File: src/rtl/issue_arbiter_pkg.sv
// Shared issue-stage types: FU index map, request classes, RS bundles.
// Also holds the default multiplier latency used by the arbiter.
package issue_arbiter_pkg;

    localparam logic [2:0] FU_ALU0   = 3'd0;
    localparam logic [2:0] FU_ALU1   = 3'd1;
    localparam logic [2:0] FU_BRANCH = 3'd2;
    localparam logic [2:0] FU_MEM    = 3'd3;
    localparam logic [2:0] FU_MULT   = 3'd4;

    localparam int FU_COUNT         = 5;
    localparam int MULT_LATENCY_DEF = 4;

    typedef enum logic [1:0] {
        CLS_ALU    = 2'b00,
        CLS_BRANCH = 2'b01,
        CLS_MEM    = 2'b10,
        CLS_MULT   = 2'b11
    } fu_class_e;

    typedef struct packed {
        logic       valid;
        fu_class_e  cls;
        logic [5:0] rob_tag;
        logic [5:0] src1_tag;
        logic [5:0] src2_tag;
        logic [5:0] dst_tag;
    } rs_entry_t;

    typedef struct packed {
        logic       valid;
        logic [2:0] fu_idx;
        logic [5:0] rob_tag;
        logic [5:0] dst_tag;
    } rs_fu_packet_t;

    function automatic logic [2:0] class_to_fu(input fu_class_e cls);
        logic [2:0] fu;
        fu = FU_ALU0;
        unique case (cls)
            CLS_ALU:    fu = FU_ALU0;
            CLS_BRANCH: fu = FU_BRANCH;
            CLS_MEM:    fu = FU_MEM;
            CLS_MULT:   fu = FU_MULT;
        endcase
        return fu;
    endfunction

endpackage

File: src/rtl/issue_arbiter_fu_occupancy.sv
// Occupancy tracking for the multi-cycle units (MULT counter, MEM busy).
// fu_ready_o is decoded purely from these registers.
module fu_occupancy
    import issue_arbiter_pkg::*;
#(
    parameter int FU_NUMBER    = FU_COUNT,
    parameter int MULT_LATENCY = MULT_LATENCY_DEF
) (
    input  logic                 clk,
    input  logic                 reset,
    input  logic                 flush_i,
    input  logic                 mult_start_i,
    input  logic                 mem_start_i,
    input  logic                 mem_done_i,
    output logic [FU_NUMBER-1:0] fu_ready_o
);

    // Counter holds the busy cycles still ahead, so a grant at edge E
    // frees the unit for a request MULT_LATENCY cycles later.
    localparam logic [3:0] MULT_LOAD = 4'(MULT_LATENCY - 1);

    logic [3:0] mult_cnt;
    logic       mem_busy;

    always_ff @(posedge clk) begin
        if (reset || flush_i) begin
            mult_cnt <= 4'd0;
        end else if (mult_start_i) begin
            mult_cnt <= MULT_LOAD;
        end else if (mult_cnt != 4'd0) begin
            mult_cnt <= mult_cnt - 4'd1;
        end
    end

    // Start wins over done: done is only meaningful while busy.
    always_ff @(posedge clk) begin
        if (reset || flush_i) begin
            mem_busy <= 1'b0;
        end else if (mem_start_i) begin
            mem_busy <= 1'b1;
        end else if (mem_done_i) begin
            mem_busy <= 1'b0;
        end
    end

    always_comb begin
        fu_ready_o          = '1;
        fu_ready_o[FU_MEM]  = !mem_busy;
        fu_ready_o[FU_MULT] = (mult_cnt == 4'd0);
    end

endmodule

File: src/rtl/issue_arbiter.sv
// Issue-port to functional-unit arbiter with round-robin ALU selection.
// Grants and FU start pulses are registered; readiness comes from fu_occupancy.
module issue_arbiter
    import issue_arbiter_pkg::*;
#(
    parameter int SUPERSCALE_WIDTH = 2,
    parameter int FU_NUMBER        = FU_COUNT,
    parameter int MULT_LATENCY     = MULT_LATENCY_DEF
) (
    input  logic                              clk,
    input  logic                              reset,
    input  logic                              flush_i,
    input  logic [SUPERSCALE_WIDTH-1:0]       req_valid_i,
    input  logic [SUPERSCALE_WIDTH-1:0][1:0]  req_class_i,
    input  logic [FU_NUMBER-1:0]              fu_done_i,
    output logic [SUPERSCALE_WIDTH-1:0]       grant_o,
    output logic [SUPERSCALE_WIDTH-1:0][2:0]  grant_fu_o,
    output logic [FU_NUMBER-1:0]              fu_start_o,
    output logic [FU_NUMBER-1:0]              fu_port_sel_o,
    output logic [FU_NUMBER-1:0]              fu_ready_o
);

    logic                             rr_ptr;
    logic [SUPERSCALE_WIDTH-1:0]      grant_d;
    logic [SUPERSCALE_WIDTH-1:0][2:0] grant_fu_d;
    logic [FU_NUMBER-1:0]             start_d;
    logic [FU_NUMBER-1:0]             sel_d;
    logic [FU_NUMBER-1:0]             avail;
    logic [1:0]                       alu_taken;
    logic [2:0]                       fu;
    logic                             hit;
    logic                             alu_grant;
    logic                             unused_done;

    assign unused_done = ^{fu_done_i[FU_NUMBER-1:FU_MEM+1],
                           fu_done_i[FU_MEM-1:0]};

    fu_occupancy #(
        .FU_NUMBER    (FU_NUMBER),
        .MULT_LATENCY (MULT_LATENCY)
    ) u_occ (
        .clk          (clk),
        .reset        (reset),
        .flush_i      (flush_i),
        .mult_start_i (start_d[FU_MULT]),
        .mem_start_i  (start_d[FU_MEM]),
        .mem_done_i   (fu_done_i[FU_MEM]),
        .fu_ready_o   (fu_ready_o)
    );

    // Lower port index has priority; the first ALU request takes
    // ALU[rr_ptr], the second takes the other ALU.
    always_comb begin
        grant_d    = '0;
        grant_fu_d = '0;
        start_d    = '0;
        sel_d      = '0;
        avail      = fu_ready_o;
        alu_taken  = 2'b00;
        fu         = FU_ALU0;
        hit        = 1'b0;
        if (!flush_i) begin
            for (int p = 0; p < SUPERSCALE_WIDTH; p++) begin
                fu  = FU_ALU0;
                hit = 1'b0;
                if (req_valid_i[p]) begin
                    if (fu_class_e'(req_class_i[p]) == CLS_ALU) begin
                        if (!alu_taken[0]) begin
                            fu           = rr_ptr ? FU_ALU1 : FU_ALU0;
                            alu_taken[0] = 1'b1;
                            hit          = 1'b1;
                        end else if (!alu_taken[1]) begin
                            fu           = rr_ptr ? FU_ALU0 : FU_ALU1;
                            alu_taken[1] = 1'b1;
                            hit          = 1'b1;
                        end
                    end else begin
                        fu  = class_to_fu(fu_class_e'(req_class_i[p]));
                        hit = avail[fu];
                    end
                end
                if (hit) begin
                    avail[fu]     = 1'b0;
                    grant_d[p]    = 1'b1;
                    grant_fu_d[p] = fu;
                    start_d[fu]   = 1'b1;
                    sel_d[fu]     = p[0];
                end
            end
        end
    end

    assign alu_grant = start_d[FU_ALU0] | start_d[FU_ALU1];

    always_ff @(posedge clk) begin
        if (reset) begin
            rr_ptr <= 1'b0;
        end else if (alu_grant) begin
            rr_ptr <= ~rr_ptr;
        end
    end

    always_ff @(posedge clk) begin
        if (reset) begin
            grant_o       <= '0;
            grant_fu_o    <= '0;
            fu_start_o    <= '0;
            fu_port_sel_o <= '0;
        end else begin
            grant_o       <= grant_d;
            grant_fu_o    <= grant_fu_d;
            fu_start_o    <= start_d;
            fu_port_sel_o <= sel_d;
        end
    end

endmodule
File: config.mk
export PLATFORM = sky130hd
export DESIGN_NAME = issue_arbiter
export DESIGN_NICKNAME = d
export VERILOG_FILES = /design/src/rtl/issue_arbiter_pkg.sv /design/src/rtl/issue_arbiter_fu_occupancy.sv /design/src/rtl/issue_arbiter.sv
export SDC_FILE = /design/constraint.sdc
export NUM_CORES = 1
export LEC_CHECK = 0
export CAP_MARGIN = 10
export CORE_ASPECT_RATIO = 0.8
export CORE_MARGIN = 8
export CORE_UTILIZATION = 35
export DETAILED_ROUTE_END_ITERATION = 8
export SETUP_SLACK_MARGIN = 0.05
export SKIP_CTS_REPAIR_TIMING = 1
export SYNTH_ARGS = -nofsm -noshare
export SYNTH_HDL_FRONTEND = slang
export SYNTH_SLANG_ARGS = --single-unit
File: constraint.sdc
create_clock -name clk -period 2 [get_ports clk]
set_clock_uncertainty 0.2 [all_clocks]
set_input_delay 0.3 -clock clk [delete_from_list [all_inputs] [get_ports clk]]
set_output_delay 0.3 -clock clk [all_outputs]
set_load 0.01 [all_outputs]
## After elaboration in Yosys (flattened, before gate mapping)

Cells that the tools add are included.

| storage, ports and cells | value |
|---|---|
| register bits after elaboration | 24 |
| output and inout port bits | 23 |
| word-level logic and storage cells | 96 |

| cells by class | value |
|---|---|
| add/subtract/negate cells | 1 |
| magnitude comparators | 6 |
| eq/ne operators | 6 |
| multiplexer cells | 51 |
| bitwise gates (word level) | 8 |
| reduce and logical (&&, ||, !) cells | 14 |

Operator list:

| kind | number |
|---|---|
| $mux 5 | 8 |
| $mux 3 | 12 |
| $mux 1 | 22 |
| $pmux 3 s3 | 2 |
| $lt 3x4->1 const B | 4 |
| $or 5x5->5 | 2 |
| $eq 2x2->1 const B | 4 |
| $bmux 1 s3 | 2 |
| $demux 1 s3 | 2 |
| $ge 3x1->1 const B | 2 |
| $mux 2 | 3 |
| $reduce_or 3->1 | 2 |
| $and 5x5->5 | 1 |
| $not 5->5 | 1 |
| $eq 2x1->1 const B | 2 |
| $logic_not 2->1 | 2 |
| $logic_not 4->1 | 1 |
| $reduce_bool 2->1 | 2 |
| $reduce_bool 4->1 | 1 |
| $reduce_or 2->1 | 2 |
| $sub 4x1->4 const B | 1 |
| $not 1->1 | 3 |
| $logic_and 1x1->1 | 2 |
| $logic_not 1->1 | 1 |
| 2 further kinds | 2 |

## Longest topological paths before layout

Gate-level depths: netlist (run 1).

| depth | value |
|---|---|
| depth in word-level cells | 24 |
| mapped depth | 9 |
| mapped depth without buffers | 8 |

## By module

Synthesis (run 1) repeated with hierarchy kept, for this count alone.

| unflattened totals | value |
|---|---|
| cell total of the unflattened synthesis | 142 |
| area total of the unflattened synthesis | 1312.5 um2 |

By module, submodules not included:

| module | instances | cells an instance | area each (um2) | seq. area each (um2) |
|---|---|---|---|---|
| issue_arbiter | 1 | 113 | 1048.5 | 380.4 |
| fu_occupancy | 1 | 29 | 264.0 | 100.1 |

## Worst setup path after synthesis (run 1)

OpenSTA, ideal clock, no wires.

| path | value |
|---|---|
| path type | input to register |
| from | input port req_class_i[0] (netlist bit) |
| to | register u_occ.mult_cnt[0] |
| setup time | 131 ps |
| arrival | 1837 ps |
| slack | -169 ps |
| cell stages on the path | 7 |
| buffers on the path | 0 |
| path through | inv_1 -> ha_1 -> mux2_4 -> a211oi_1 -> o31ai_2 -> a221oi_2 -> o21ai_1 |

| between the ends | value |
|---|---|
| longest elaborated chain between the ends | 24 |
| elaborated cells between the ends (all ways) | 50 |
| those cells by class | order compare (4); eq/ne (3); mux (36); bitwise (3); reduce/logical (4) |

RTL lines:

| item | line | text |
|---|---|---|
| start, declared | issue_arbiter.sv:14 | `input logic [SUPERSCALE_WIDTH-1:0][1:0] req_class_i,` |
| $eq 2x2->1 / $eq 2x1->1 (equally long branches) | issue_arbiter_pkg.sv:40 | `unique case (cls)` |
| $pmux 3 s3 | issue_arbiter_pkg.sv:40 |  |
| $mux 3 | issue_arbiter.sv:67 | `if (fu_class_e'(req_class_i[p]) == CLS_ALU) begin` |
| $mux 3 | issue_arbiter.sv:66 | `if (req_valid_i[p]) begin` |
| $mux 3 | issue_arbiter.sv:62 | `if (!flush_i) begin` |
| $mux 3 | issue_arbiter.sv:67 |  |
| $mux 3 | issue_arbiter.sv:66 |  |
| $mux 3 | issue_arbiter.sv:62 |  |
| [8 not listed] | - |  |
| $bmux 1 s3 | issue_arbiter.sv:79 | `hit = avail[fu];` |
| $mux 1 (not written as such) | issue_arbiter.sv:79 |  |
| $mux 1 | issue_arbiter.sv:67 |  |
| $mux 1 | issue_arbiter.sv:66 |  |
| $mux 1 | issue_arbiter.sv:62 |  |
| $mux 5 * | issue_arbiter.sv:82 | `if (hit) begin` |
| $mux 5 * | issue_arbiter.sv:62 |  |
| $mux 2 / $reduce_bool 2->1 (equally long branches) | - |  |
| end signal, assigned | issue_arbiter_fu_occupancy.sv:31 | `mult_cnt <= mult_cnt - 4'd1;` |
| end, declared | issue_arbiter_fu_occupancy.sv:22 | `logic [3:0] mult_cnt;` |

Every way passes the cells marked *; elsewhere a longest branch is shown, timed or not. The select of a mux whose other input is x is not followed.
A chain may end at the register's enable or synchronous reset.

## Final worst setup path (run 1)

| path | value |
|---|---|
| from | input port req_class_i[1] (netlist bit) |
| to | register u_occ.mem_busy |

| between the ends | value |
|---|---|
| longest elaborated chain between the ends | 24 |
| elaborated cells between the ends (all ways) | 50 |
| those cells by class | order compare (4); eq/ne (3); mux (36); bitwise (3); reduce/logical (4) |

RTL lines:

| item | line | text |
|---|---|---|
| $eq 2x2->1 / $eq 2x1->1 (equally long branches) | issue_arbiter_pkg.sv:40 |  |
| $pmux 3 s3 | issue_arbiter_pkg.sv:40 |  |
| $mux 3 | issue_arbiter.sv:67 |  |
| $mux 3 | issue_arbiter.sv:66 |  |
| $mux 3 | issue_arbiter.sv:62 |  |
| $mux 3 | issue_arbiter.sv:67 |  |
| $mux 3 | issue_arbiter.sv:66 |  |
| $mux 3 | issue_arbiter.sv:62 |  |
| [8 not listed] | - |  |
| $bmux 1 s3 | issue_arbiter.sv:79 |  |
| $mux 1 (not written as such) | issue_arbiter.sv:79 |  |
| $mux 1 | issue_arbiter.sv:67 |  |
| $mux 1 | issue_arbiter.sv:66 |  |
| $mux 1 | issue_arbiter.sv:62 |  |
| $mux 5 * | issue_arbiter.sv:82 |  |
| $mux 5 * | issue_arbiter.sv:62 |  |
| $mux 1 / $reduce_bool 2->1 (equally long branches) | - |  |
| end signal, assigned | issue_arbiter_fu_occupancy.sv:38 | `mem_busy <= 1'b0;` |
| end signal, assigned | issue_arbiter_fu_occupancy.sv:40 | `mem_busy <= 1'b1;` |
| end signal, assigned | issue_arbiter_fu_occupancy.sv:42 | `mem_busy <= 1'b0;` |
| end, declared | issue_arbiter_fu_occupancy.sv:23 | `logic mem_busy;` |

Marked as above.

==> out/results.md, run 1 <==
| Parameter | This run |
| --- | --- |
| Status | complete, but fails checks |
| Violated checks | setup timing |
| Least setup slack across all paths after layout | -0.155 ns |
| Top-count cell post-synth | sky130_fd_sc_hd__dfxtp_1 |
| Placeable Area | 3730 sq um |
| Top Ports | 37 |
| Dpl hpwl | 2960 um |
| Synthesized-area fraction occupied by adder cells | 9.33% |
| Register-to-register setup slack | -0.09 ns |
| Maximum clock insertion buffer count | 2 |
| Die height | 71.4 um |
| Max-capacitance violation count | 0 |
| Total grt overflow | 0 |
| Vias in the first global route | 1313 |
| Number of buffers inserted by port buffering | 29 |
| Library cells used by synthesis | 46 |
| Proportion of netlist area held by the largest area contributor | 35.8% |
| Gpl congestion | 0.880 |
| H-tree Lvls | 1 |
| Clk sink count | 24 |
| Category of the most critical setup path | in -> reg |
| Worst Reg2Reg Path Length in Cells | 7 |
| Leading post-synthesis cells by instance count | sky130_fd_sc_hd__dfxtp_1 (24), sky130_fd_sc_hd__nor2_1 (15), sky130_fd_sc_hd__ha_1 (10), sky130_fd_sc_hd__inv_1 (8), sky130_fd_sc_hd__nor3_1 (8) |
| Area of the die | 6080 sq um |
| Global-route wire length before repair | 6040 um |
| Final Hold Viols | 0 |
| Clock-pin slew of the registers on the worst-case setup and hold paths | 0.07 ns |
| Vias/cell | 4.93 |
| Start point of the worst hold path | req_class_i[0] |
| Xor/xnor cell area share of the yosys netlist | 3.17% |
| Share of total power in the clock network | 19.3% |
| Cell area after technology mapping | 1340 sq um |
| Cell area after layout | 2370 sq um |
| Cell types occupying the most area after synthesis | sky130_fd_sc_hd__dfxtp_1 (36%), sky130_fd_sc_hd__ha_1 (9.3%), sky130_fd_sc_hd__nor2_1 (4.2%) |
| Starting density of the core | 36.0% |
| Share of synthesized area occupied by flip-flops and latches | 35.8% |
| Fraction of the mapped netlist area in compound gates | 18.5% |
| Number of CTS-inserted buffers | 3 |
| Fraction of the cycle the final worst path needs | 108% |
| # diodes | 0 |
| Total Wirelength | 3920 um |
| Combinational family with the most area after synthesis | simple AND/OR/NAND/NOR gates |
| Total of endpoints with negative setup slack in the final report | 20 |
| Synthesized instance count | 144 |
| Std cell rows | 20 |
| Arrival time reported for the critical path endpoint | 2.10 ns |
| Layout cell share with drive strength beyond 1 | 46.2% |
| Hold endpoint | grant_fu_o[1] |
| Main flop type after synthesis | sky130_fd_sc_hd__dfxtp_1 |
| Leakage dissipation | 0.948 nW |
| Mean area per synthesized cell | 9.31 sq um |
| Instance area at placement | 2060 sq um |
| Number of pins with negative max-slew slack in the final report | 0 |
| Relative contribution of combinational cells to total power | 43.8% |
| Max IR drop VDD | 0.247 mV |
| Terminus of the critical flop-to-flop path | u_occ.mem_busy |
| Number of nets with antenna violations after routing | 0 |
| Number of antenna violations at the first check in global routing | 0 |
| Class of the tightest hold or removal check | in -> reg |
| Cells on Worst Hold Path | 4 |
| Critical Path End Type | flip-flop |
| Share of synthesized cell area in and, or, nand and nor gates | 25.4% |
| Power per cell area | 594 nW/um^2 |
| Number of DRC markers in iteration 0 | 70 |
| 1st-pass router iterations | 4 |
| Number of nets at the end of the flow | 249 |
| Flip-flop and latch count after synthesis | 24 |
| Drt drc | 0 |
| Total number of vias | 1316 |
| Later-pin clock latency in the skew report | 0.26 ns |
| Kind of start point of the critical path | input port |
| CTS tree | done |
| Global-route usage over all layers | 12.0% |
| Min Hold Slack | 0.343 ns |
| Startpoint of the most critical register-to-register path | rr_ptr |
| Switching part of the total power | 30.9% |
| Power spent charging and discharging nets | 0.435 mW |
| Reg power frac | 36.9% |
| Clock root cell | sky130_fd_sc_hd__clkbuf_8 |
| Sum Neg Setup Slack | -1.78 ns |
| Routed len/inst | 14.7 um |
| Yosys top cell by area | sky130_fd_sc_hd__dfxtp_1 |
| Async set-or-reset flop fraction in the synthesized netlist | 0% |
| Synthesis Warnings | 0 |
| Shortest period the worst path allows | 2.16 ns |
| Area added between synthesis and finish | 77.0% |
| Achievable Freq | 464 MHz |
| Setup repair after global routing missed its margin | true |
| Internal power summed over all cells | 0.974 mW |
| Fraction of synthesized area in multiplexers | 1.87% |
| Final core area utilization | 63.7% |
| Largest net degree at the start of global routing | 13 |
| Required time worst endpoint | 1.95 ns |
| Chip Width | 85.2 um |
| CP max FO | 6 |
| Number of enable flip-flop cells after synthesis | 0 |
metal layers:
metal / wire length (um) / vias up / track usage, %
li1: - / 661 / -
met1: 1810 / 621 / 15.1
met2: 1880 / 30 / 19.6
met3: 162 / 4 / 2.51
met4: 63 / 0 / 4.72
met5: 0 / - / 0
logic make-up after synthesis:
kind of cell / count (synthesis)
adders and majority gates: 10
xor gates and xnor gates: 4
other: 1
AOI/OAI and AO/OA: 28
DFF: 24
and+or+nand+nor: 60
muxes: 2
buffers and inverters: 15
worst max-delay path, stage by stage:
cell and delay (ns):
sky130_fd_sc_hd__buf_6 0.09, sky130_fd_sc_hd__buf_6 0.13, sky130_fd_sc_hd__inv_12 0.05, sky130_fd_sc_hd__ha_4 0.12, sky130_fd_sc_hd__mux2_4 0.37, sky130_fd_sc_hd__a211oi_2 0.28, sky130_fd_sc_hd__o31ai_4 0.12, sky130_fd_sc_hd__buf_4 0.17
sky130_fd_sc_hd__a21oi_4 0.23, sky130_fd_sc_hd__clkbuf_16 0.19, sky130_fd_sc_hd__o2bb2ai_2 0.04
power groups by stage:
stage | combinational, mW | sequential [mW] | clock [mW]
after floorplan | 0.288 | 0.530 | 0
after global placement | 0.471 | 0.526 | 0
after detailed placement | 0.484 | 0.527 | 0
after CTS | 0.487 | 0.516 | 0.276
after global routing | 0.661 | 0.521 | 0.300
final | 0.617 | 0.519 | 0.272
how the worst max path moves through the flow:
stage	start	endpoint	slack, ns	depth (start not counted)
after global routing	req_class_i[1]	u_occ.mem_busy	-0.20	11
final	req_class_i[1]	u_occ.mem_busy	-0.16	11
after floorplan	req_class_i[1]	fu_start_o[1]	-0.004	8
after detailed placement	req_class_i[0]	fu_start_o[0]	-0.79	8
after CTS	req_class_i[0]	fu_start_o[0]	-0.52	8
after global placement	req_class_i[1]	fu_start_o[0]	-0.77	9
sequential cells by signal, summed over array words and instances, names as in the netlist:
register / flops
rr_ptr: 1
grant_fu_o: 6
grant_o: 2
fu_port_sel_o: 5
u_occ.mult_cnt: 4
fu_start_o: 5
u_occ.mem_busy: 1
stage by stage:
| stage | setup slack, ns | total power, mW | instances |
|---|---|---|---|
| finish | -0.155 | 1.41 | 267 |
| global route | -0.199 | 1.48 | 267 |
| CTS | -0.524 | 1.28 | 256 |
| detailed placement | -0.791 | 1.01 | 253 |
| global placement | -0.770 | 0.997 | 253 |
| floorplan | -0.00374 | 0.818 | 146 |
area by class of cell:
class	count	area, sq um
clock buffers	3	41.3
fillers	287	1360
inverters	9	58.8
multi-input cells	107	1010
flip-flops and latches	24	483
well taps	44	55.1
repair buffers	80	721
placed cells by master, fill, tap and decap left out, drive strengths merged, types with 3 or more instances in the layout:
cell / synthesis / routed
nor3: 8 / 8
nand3: 3 / 3
nor2b: 4 / 4
ha: 10 / 10
dfxtp: 24 / 24
nor2: 15 / 15
a21oi: 4 / 4
nand2: 7 / 7
a221oi: 3 / 3
inv: 9 / 8
clkbuf: 1 / 5
nor3b: 5 / 5
a211oi: 4 / 4
o21ai: 8 / 8
conb: 1 / 3
nand3b: 5 / 5
buf: 5 / 52
clkdlybuf4s50: 0 / 24
nand2b: 3 / 3
(Power assumes the default switching activity.)
==> run 2: changes to the inputs <==
PLACE_DENSITY = 0.74   (was not set)
==> run 2 against run 1 <==
Against the previous run:
- the run still ends with setup timing left
- sequential power is essentially flat
- critical path depth is 1 lower
- core utilization grew 1.5 points
- critical endpoint is now grant_fu_o[5]
==> out/results.md, run 2 (synthesis results as in run 1) <==
| Parameter | This run | Delta |
| --- | --- | --- |
| Kind of start point of the critical path | input port | unchanged |
| Number of flip-flops under the largest register name | 6 | unchanged |
| Routed len/inst | 16.3 um | was 14.7 um |
| Starting density of the core | 36.0% | unchanged |
| Status | complete, but fails checks | unchanged |
| Later-pin clock latency in the skew report | 0.27 ns | was 0.26 ns |
| Arrival time reported for the critical path endpoint | 2.14 ns | was 2.10 ns |
| Clock root cell | sky130_fd_sc_hd__clkbuf_8 | unchanged |
| Leakage dissipation | 0.956 nW | was 0.948 nW |
| Final non-filler cell total | 267 | unchanged |
| DP Worst Slack | -0.798 ns | was -0.791 ns |
| Chip Width | 85.2 um | unchanged |
| Cells on Worst Hold Path | 2 | was 4 |
| Number of pins with negative max-slew slack in the final report | 0 | unchanged |
| Top Ports | 37 | unchanged |
| Number of buffers inserted by port buffering | 29 | unchanged |
| Total grt overflow | 0 | unchanged |
| Largest regs | grant_fu_o x6, fu_port_sel_o x5, fu_start_o x5 | unchanged |
| Std cell rows | 20 | unchanged |
| # diodes | 0 | unchanged |
| Final core area utilization | 65.1% | was 63.7% |
| Final Total Pwr | 1.55 mW | was 1.41 mW |
| Dpl hpwl | 3020 um | was 2960 um |
| Violated checks | setup timing | unchanged |
| Commonest cells after routing, fill and taps aside | sky130_fd_sc_hd__buf_4 (43), sky130_fd_sc_hd__clkdlybuf4s50_1 (24), sky130_fd_sc_hd__dfxtp_1 (22), sky130_fd_sc_hd__nor2_1 (9) | was sky130_fd_sc_hd__buf_4 (45), sky130_fd_sc_hd__clkdlybuf4s50_1 (24), sky130_fd_sc_hd__dfxtp_1 (22), sky130_fd_sc_hd__nor2_1 (11), sky130_fd_sc_hd__nand2_1 (7) |
| Critical Path End Type | flip-flop | unchanged |
| Global-route wire length before repair | 6240 um | was 6040 um |
| Layout cell share with drive strength beyond 1 | 51.1% | was 46.2% |
| Vias/cell | 5.21 | was 4.93 |
| Shortest period the worst path allows | 2.14 ns | was 2.16 ns |
| Least setup slack across all paths after layout | -0.137 ns | was -0.155 ns |
| Most common library cell in the layout ignoring fill and taps | sky130_fd_sc_hd__buf_4 | unchanged |
| Total number of vias | 1391 | was 1316 |
| Worst Reg2Reg Path Length in Cells | 9 | was 7 |
| Number of nets at the end of the flow | 248 | was 249 |
| Register ranked first by flip-flop count | grant_fu_o | unchanged |
| Largest net degree at the start of global routing | 15 | was 13 |
| Maximum clock insertion buffer count | 2 | unchanged |
| Placeable Area | 3730 sq um | unchanged |
| 1st-pass router iterations | 4 | unchanged |
| Total of endpoints with negative setup slack in the final report | 20 | unchanged |
| CTS tree | done | unchanged |
| Area added between synthesis and finish | 81.1% | was 77.0% |
| Power per cell area | 640 nW/um^2 | was 594 nW/um^2 |
| Global-route usage over all layers | 12.7% | was 12.0% |
| Drt drc | 0 | unchanged |
| Number of DRC markers in iteration 0 | 78 | was 70 |
| Min Hold Slack | 0.406 ns | was 0.343 ns |
| Max IR drop VDD | 0.323 mV | was 0.247 mV |
| Max-capacitance violation count | 0 | unchanged |
| Number of antenna violations at the first check in global routing | 0 | unchanged |
| Fraction of the cycle the final worst path needs | 107% | was 108% |
| Final Hold Viols | 0 | unchanged |
| H-tree Lvls | 1 | unchanged |
| Vias in the first global route | 1346 | was 1313 |
| Class of the tightest hold or removal check | in -> reg | unchanged |
| Clock-pin slew of the registers on the worst-case setup and hold paths | 0.09 ns | was 0.07 ns |
| Setup repair after global routing missed its margin | true | unchanged |
| Area of the die | 6080 sq um | unchanged |
| Die height | 71.4 um | unchanged |
| Required time worst endpoint | 2.00 ns | was 1.95 ns |
| Number of nets with antenna violations after routing | 0 | unchanged |
| Total Wirelength | 4360 um | was 3920 um |
| Category of the most critical setup path | in -> reg | unchanged |
| Cells after DPL | 251 | was 253 |
| CP max FO | 6 | unchanged |
| Number of CTS-inserted buffers | 3 | unchanged |
| Gpl congestion | 0.881 | was 0.880 |
| Clk sink count | 24 | unchanged |
| Achievable Freq | 468 MHz | was 464 MHz |
==> run 2: report_power, final <==
part | internal (mW) | switching (mW)
combinational | 0.314 | 0.298
sequential | 0.502 | 0.0165
clock | 0.267 | 0.156
total | 1.08 | 0.471
==> run 2: path summary, 6_finish.rpt <==
kind | start | end | slack (ns)
setup / recovery | req_class_i[1] | grant_fu_o[5] | -0.14
setup reg to reg | u_occ.mult_cnt[1] | grant_fu_o[3] | -0.10
hold reg to reg | rr_ptr | rr_ptr | 0.42
hold / removal | reset | rr_ptr | 0.41
==> run 2: critical path, stage by stage <==
cell	delay, ns
sky130_fd_sc_hd__buf_6	0.09
sky130_fd_sc_hd__buf_8	0.13
sky130_fd_sc_hd__inv_12	0.04
sky130_fd_sc_hd__ha_4	0.13
sky130_fd_sc_hd__mux2_4	0.38
sky130_fd_sc_hd__xnor2_4	0.16
sky130_fd_sc_hd__a221oi_4	0.43
sky130_fd_sc_hd__a221oi_4	0.14
sky130_fd_sc_hd__buf_6	0.16
sky130_fd_sc_hd__nor3b_2	0.16
==> run 2: metrics by stage <==
step / instance area [sq um] / TNS, ns
5_1_grt: 2430 / -2.74
4_1_cts: 2110 / -10.33
6_report: 2430 / -1.44
2_1_floorplan: 1460 / -0.00374
3_3_place_gp: 2040 / -15.27
3_5_place_dp: 2040 / -16.84
==> run 2: routing by layer <==
layer | routed length (um) | up-vias | global-route usage (%)
li1 | - | 662 | -
met1 | 1820 | 678 | 14.8
met2 | 2190 | 43 | 21.6
met3 | 246 | 8 | 3.54
met4 | 97 | 0 | 4.33
met5 | 0 | - | 0
==> run 2: area by class of cell <==
class / instances / area, sq um
fill: 283 / 1300
multi-input combinational: 108 / 1070
timing repair buffer: 78 / 687
sequential: 24 / 483
inverter: 9 / 58.8
tap: 44 / 55.1
clock buffer: 3 / 41.3
clock inverter: 1 / 30.0
